--- config.mk ---
export PLATFORM = sky130hd
export DESIGN_NAME = ram_burst_reader
export DESIGN_NICKNAME = d
export VERILOG_FILES = /design/src/rtl/ram_rd_pkg.sv /design/src/rtl/ram_rd_out_fifo.sv /design/src/rtl/ram_burst_reader.sv
export SDC_FILE = /design/constraint.sdc
export NUM_CORES = 1
export LEC_CHECK = 0
export ABC_AREA = 1
export BUFFER_PORTS_ARGS = -buffer_cell sky130_fd_sc_hd__buf_2
export CAP_MARGIN = 10
export CELL_PAD_IN_SITES_DETAIL_PLACEMENT = 1
export CELL_PAD_IN_SITES_GLOBAL_PLACEMENT = 1
export CORE_ASPECT_RATIO = 1.75
export CORE_MARGIN = 2
export CORE_UTILIZATION = 34
export DETAILED_ROUTE_END_ITERATION = 10
export PLACE_DENSITY = 0.76
export SLEW_MARGIN = 20
export SYNTH_ARGS = -nofsm -noshare
export SYNTH_HDL_FRONTEND = slang
export SYNTH_HIERARCHICAL = 1
export SYNTH_SLANG_ARGS = --single-unit
--- constraint.sdc ---
create_clock -name CLK -period 2.6 [get_ports CLK]
set_input_delay 0.39 -clock CLK [delete_from_list [all_inputs] [get_ports CLK]]
set_output_delay 0.39 -clock CLK [all_outputs]
set_load 0.005 [all_outputs]
--- src/rtl/ram_rd_pkg.sv ---
// rtl/ram_rd_pkg.sv - shared state encoding and sizing helpers for the RAM burst reader
package ram_rd_pkg;

   typedef enum logic [1:0] {
      ST_IDLE  = 2'd0,
      ST_READ  = 2'd1,
      ST_DRAIN = 2'd2
   } rd_state_e;

   // Output buffer depth; also the number of read credits.
   localparam int BUF_DEPTH = 3;

   function automatic int addr_w(input int mem_size);
      return $clog2(mem_size);
   endfunction

   // One extra bit so a full-memory burst length is representable.
   function automatic int len_w(input int mem_size);
      return $clog2(mem_size) + 1;
   endfunction

endpackage

--- src/rtl/ram_rd_out_fifo.sv ---
// rtl/ram_rd_out_fifo.sv - 3-entry synchronous FIFO of {last, data} for the read stream
module ram_rd_out_fifo
   import ram_rd_pkg::*;
#(
   parameter int DW = 64
) (
   input  logic        clk,
   input  logic        rst,
   input  logic        push,
   input  logic [DW:0] push_entry,
   input  logic        pop,
   output logic [DW:0] head,
   output logic [1:0]  count,
   output logic        empty,
   output logic        full
);

   logic [DW:0] mem_q [BUF_DEPTH];
   logic [DW:0] mem_d [BUF_DEPTH];
   logic [1:0]  wr_ptr_q, wr_ptr_d;
   logic [1:0]  rd_ptr_q, rd_ptr_d;
   logic [1:0]  count_q, count_d;
   logic        do_pop;

   function automatic logic [1:0] next_ptr(input logic [1:0] p);
      return (p == 2'(BUF_DEPTH - 1)) ? 2'd0 : p + 2'd1;
   endfunction

   // Pointer, occupancy and storage next-state; push and pop together leave occupancy unchanged.
   always_comb begin
      mem_d    = mem_q;
      wr_ptr_d = wr_ptr_q;
      rd_ptr_d = rd_ptr_q;
      count_d  = count_q;
      do_pop   = pop && !empty;
      if (push) begin
         mem_d[wr_ptr_q] = push_entry;
         wr_ptr_d        = next_ptr(wr_ptr_q);
      end
      if (do_pop) begin
         rd_ptr_d = next_ptr(rd_ptr_q);
      end
      unique case ({push, do_pop})
         2'b10:   count_d = count_q + 2'd1;
         2'b01:   count_d = count_q - 2'd1;
         default: count_d = count_q;
      endcase
   end

   // Storage and pointer registers; reset empties the buffer.
   always_ff @(posedge clk) begin
      if (rst) begin
         mem_q    <= '{default: '0};
         wr_ptr_q <= 2'd0;
         rd_ptr_q <= 2'd0;
         count_q  <= 2'd0;
      end else begin
         mem_q    <= mem_d;
         wr_ptr_q <= wr_ptr_d;
         rd_ptr_q <= rd_ptr_d;
         count_q  <= count_d;
      end
   end

   assign head  = mem_q[rd_ptr_q];
   assign count = count_q;
   assign empty = (count_q == 2'd0);
   assign full  = (count_q == 2'(BUF_DEPTH));

   // The credit rule upstream makes this unreachable.
   assert property (@(posedge clk) disable iff (rst) !(push && full))
      else $error("ram_rd_out_fifo: push while full");

endmodule

--- src/rtl/ram_burst_reader.sv ---
// rtl/ram_burst_reader.sv - burst read sequencer turning RAM read-port data into a ready/valid stream
module ram_burst_reader
   import ram_rd_pkg::*;
#(
   parameter int DATA_SIZE = 64,
   parameter int MEM_SIZE  = 1024
) (
   input  logic                          CLK,
   input  logic                          RST,
   input  logic                          CMD_VALID,
   output logic                          CMD_READY,
   input  logic [addr_w(MEM_SIZE)-1:0]   CMD_ADDR,
   input  logic [len_w(MEM_SIZE)-1:0]    CMD_LEN,
   output logic                          RAM_EN,
   output logic [addr_w(MEM_SIZE)-1:0]   RAM_ADDR,
   input  logic [DATA_SIZE-1:0]          RAM_DO,
   output logic                          M_VALID,
   input  logic                          M_READY,
   output logic [DATA_SIZE-1:0]          M_DATA,
   output logic                          M_LAST,
   output logic                          DONE,
   output logic                          BUSY
);

   localparam int             AW       = addr_w(MEM_SIZE);
   localparam int             LW       = len_w(MEM_SIZE);
   localparam logic [AW-1:0]  ADDR_MAX = AW'(MEM_SIZE - 1);

   rd_state_e         state_q, state_d;
   logic [AW-1:0]     addr_q, addr_d;
   logic [LW-1:0]     rem_q, rem_d;
   logic              ram_en_q, ram_en_d;
   logic [AW-1:0]     ram_addr_q, ram_addr_d;
   logic              ram_last_q, ram_last_d;
   logic              infl_q, infl_d;
   logic              infl_last_q, infl_last_d;
   logic              done_q, done_d;

   logic [DATA_SIZE:0] fifo_head;
   logic [1:0]         fifo_count;
   logic               fifo_empty;
   logic               fifo_full;
   logic               m_pop;
   logic [2:0]         committed;
   logic               credit_ok;

   // Buffered words plus reads still travelling through the RAM; uses registered state only.
   assign committed = {1'b0, fifo_count} + {2'b00, ram_en_q} + {2'b00, infl_q};
   assign credit_ok = (committed < 3'(BUF_DEPTH)) && !fifo_full;
   assign m_pop     = M_VALID && M_READY;

   // FSM next-state, read issue and the two-stage RAM latency pipeline.
   always_comb begin
      state_d     = state_q;
      addr_d      = addr_q;
      rem_d       = rem_q;
      ram_en_d    = 1'b0;
      ram_addr_d  = ram_addr_q;
      ram_last_d  = 1'b0;
      done_d      = 1'b0;
      infl_d      = ram_en_q;
      infl_last_d = ram_last_q;
      unique case (state_q)
         ST_IDLE: begin
            if (CMD_VALID) begin
               addr_d = CMD_ADDR;
               rem_d  = CMD_LEN;
               if (CMD_LEN == '0) begin
                  done_d = 1'b1;
               end else begin
                  state_d = ST_READ;
               end
            end
         end
         ST_READ: begin
            if (credit_ok) begin
               ram_en_d   = 1'b1;
               ram_addr_d = addr_q;
               ram_last_d = (rem_q == LW'(1));
               addr_d     = (addr_q == ADDR_MAX) ? '0 : addr_q + AW'(1);
               rem_d      = rem_q - LW'(1);
               if (rem_q == LW'(1)) begin
                  state_d = ST_DRAIN;
               end
            end
         end
         ST_DRAIN: begin
            if (m_pop && M_LAST) begin
               done_d  = 1'b1;
               state_d = ST_IDLE;
            end
         end
         default: state_d = ST_IDLE;
      endcase
   end

   // State and pipeline registers; reset aborts any burst and drops in-flight reads.
   always_ff @(posedge CLK) begin
      if (RST) begin
         state_q     <= ST_IDLE;
         addr_q      <= '0;
         rem_q       <= '0;
         ram_en_q    <= 1'b0;
         ram_addr_q  <= '0;
         ram_last_q  <= 1'b0;
         infl_q      <= 1'b0;
         infl_last_q <= 1'b0;
         done_q      <= 1'b0;
      end else begin
         state_q     <= state_d;
         addr_q      <= addr_d;
         rem_q       <= rem_d;
         ram_en_q    <= ram_en_d;
         ram_addr_q  <= ram_addr_d;
         ram_last_q  <= ram_last_d;
         infl_q      <= infl_d;
         infl_last_q <= infl_last_d;
         done_q      <= done_d;
      end
   end

   ram_rd_out_fifo #(
      .DW(DATA_SIZE)
   ) u_out_fifo (
      .clk        (CLK),
      .rst        (RST),
      .push       (infl_q),
      .push_entry ({infl_last_q, RAM_DO}),
      .pop        (m_pop),
      .head       (fifo_head),
      .count      (fifo_count),
      .empty      (fifo_empty),
      .full       (fifo_full)
   );

   assign CMD_READY = (state_q == ST_IDLE);
   assign BUSY      = (state_q != ST_IDLE);
   assign RAM_EN    = ram_en_q;
   assign RAM_ADDR  = ram_addr_q;
   assign M_VALID   = !fifo_empty;
   assign M_DATA    = fifo_head[DATA_SIZE-1:0];
   assign M_LAST    = M_VALID && fifo_head[DATA_SIZE];
   assign DONE      = done_q;

endmodule

==> metrics <==
vias between 10,000 and 15,000; worst-path fanout max 41; Final min period roughly 2.4 ns; Seq. cell area 0.00478 mm2; Critical Path RT around 2.2 ns; Routed Antenna Nets 0; post-synthesis cell type count 32; areal power density over the cells approximately 730 mW/mm2; routed length per placed instance approximately 16 um; routability cong. 0.804; Cells after Synth approximately 1,600; Crit. End Element primary output; final WL 33.0 mm; CTS tree yes; top cells by area, synth dfxtp_1 (45%), nor2_1 (16%), nand2_1 (11%); Area after DPL 0.0117 mm2; fin util roughly 41%; number of fill cells approximately 4,000; worst slack, placed around 0.43 ns; Peak VDD IR roughly 0.00047 V; nets@finish 1,765; CP Class flop to primary output; critical path, cell by cell inv_1, nor2_4, buf_12, nand2_1, o211ai_1, inv_1, nor2_1, buf_2; met1 usage between 20% and 30%; Tot GR Track Use 20.2%; initial core utilization around 34%; Leakage 5.54 nW; measured slew at the worst slew-check pin ~0.81 ns; register area share after synthesis ~45%; CP top delay family buffers and inverters; YS warnings 6; CP max stage delay roughly 0.40 ns; Root Driver clkbuf_16; vias per cell 4.94; area leader, netlist dfxtp_1; maxcap violations 0; crit path buf inv count 4; die height between 200 and 250 um; Post-Syn Area between 0.01 and 0.015 mm2; Iter 0 DRT Violations approximately 410; met3 Usage GRT 3.45%; final hold vios 0; number of flops mapped to enable cells by yosys 0; # IOs ~170; final clock skew about 0.010 ns; DRC errors left 0; clock sinks between 200 and 250; outcome completed; vias in the first global route between 10,000 and 15,000; Die ar. 0.0326 mm2; post-synth top area share ~45%; Core Region slightly above 0.03 mm2; hold_buf cts 0; slack of the critical path 0.156 ns; initial antenna violation count 2; HP Class input pin to flop; area of the multi-input gates approximately 0.0049 mm2; CTS Buf Count 25; Worst-Skew Late Latency 0.53 ns; first-pass detailed-route iteration total 4; Peak Freq 409 MHz; Tcrit/Tclk final 94.0%; share of flip-flops with an asynchronous set or reset 0%; Setup-failing EPs final 0; RSZ-0062 raised after global routing no; Clock Pin Slew Worst Setup and Hold Paths 0.06 ns; Syn Area/Cell 6.82 um2; grt peak-use layer met2; share of post-route cells with drive strength above 1 between 10% and 20%; Slew HR roughly 46%; PostCTS Resize Cnt 0; Crit path arrival time approximately 2.1 ns; first-pass GRT wire length ~53 mm; main flop type after synthesis dfxtp_1; area delta synth->final 18.6%; syn nets around 1,600; most frequent CP cell inv_1; H-Tree Depth 1; Pins Over Slew Limit 0; HPWL after DPL 21.3 mm; Clock Path Buffers 3; number of buffers added for setup after CTS 0; largest net degree at the start of global routing 117; critical path launch point type flop; port bufs 168; Final Power about 9 mW; die width around 140 um; slowest cell on the critical path dfxtp_1; Core Rows 85; setup_tns 0 ns; grt met2 use ~40%; Yosys reg bits 239; design area roughly 0.013 mm2; Overflow after GRT 0
per-stage QoR:
step | cells | hold slack [ns]
after CTS | 2078 | 0.0965
after global routing | 2078 | 0.108
final | 2079 | 0.115
after detailed placement | 2034 | 0.413
after floorplan | 1553 | 0.388
after global placement | 2034 | 0.399
worst min-delay path: stages:
cell and delay [ns]:
buf_2 0.09, nor2_1 0.04, nor2_1 0.08
path summary, 6_finish.rpt:
| path | cells after the start | to | slack [ns] | start |
|---|---|---|---|---|
| worst max-delay path | 8 | M_LAST | 0.16 | u_out_fifo/rd_ptr_q[1]$_SDFFE_PP0P_ |
| worst min-delay path | 3 | u_out_fifo/mem_q[126]$_SDFFE_PP0P_ | 0.11 | RAM_DO[61] |
| worst max register to register | 10 | rem_q[1]$_SDFFE_PP0P_ | 0.38 | infl_q$_SDFF_PP0_ |
| worst min register to register | 2 | infl_last_q$_SDFF_PP0_ | 0.42 | infl_last_d$_SDFF_PP0_ |
synthesized netlist by cell type, types with 7 or more instances:
| cell type | instances |
|---|---|
| dfxtp_1 | 239 |
| inv_1 | 107 |
| buf_4 | 17 |
| buf_2 | 42 |
| nand2_1 | 324 |
| nor2_1 | 440 |
| o21ai_0 | 157 |
| clkbuf_1 | 29 |
| a21oi_1 | 44 |
| o211ai_1 | 66 |
| nand3_1 | 25 |
| o21ai_1 | 16 |
| inv_2 | 7 |
routing by layer:
metal  vias to the layer above  share of wire, %
met1                      4946                39
li1                       5118                 -
met5                         -             0.039
met4                         2               2.2
met3                        46               4.2
met2                       160                54
state kept, by name, summed over array words and instances, names as in the netlist:
name and count:
RAM_EN 1, infl_last_d 1, rem_q 11, state_q 2
RAM_ADDR 10, DONE 1, infl_last_q 1, addr_q 10
u_out_fifo/wr_ptr_q 2, u_out_fifo/rd_ptr_q 2, infl_q 1, u_out_fifo/mem_q 195
u_out_fifo/count 2
final cells by class:
type                       instances  area share [%]
multi-input combinational       1103            39.0
clock inverter                     7           0.897
antenna                            1          0.0199
sequential                       239            38.1
clock buffer                      37            6.06
tap                              391            3.90
timing repair buffer             185            8.51
inverter                         116            3.55
cells by family after synthesis:
kind of cell,after synthesis,synth area share (%)
mux,1,0.0945
simple gates,808,29.7
flops,239,45.2
compound gates,285,15.1
xor+xnor,3,0.248
buf+inv,211,8.88
fa+ha+maj,6,0.780
layout by cell type (no fill, tap or decap), types with 2 or more instances in the layout:
master,n
o21ai_0,157
inv_1,107
clkbuf_1,3
nand2_4,5
clkbuf_8,9
nand3_1,25
inv_2,6
or2_2,2
clkbuf_16,25
nand3_2,2
bufinv_16,3
nor2_4,3
dfxtp_1,239
o21ai_1,16
nand2_2,2
nand2_1,323
a21oi_1,44
ha_1,5
clkinv_2,3
xor2_1,3
buf_4,9
inv_4,2
buf_2,168
nand4_1,5
buf_12,8
nor2_1,438
o211ai_1,66
power by group:
part / switching (mW) / internal (mW) / leakage (nW)
clock: 1.50 / 2.31 / 0.431
combinational: 0.830 / 0.468 / 3.17
sequential: 0.151 / 3.86 / 1.94
(Power assumes the default switching activity.)
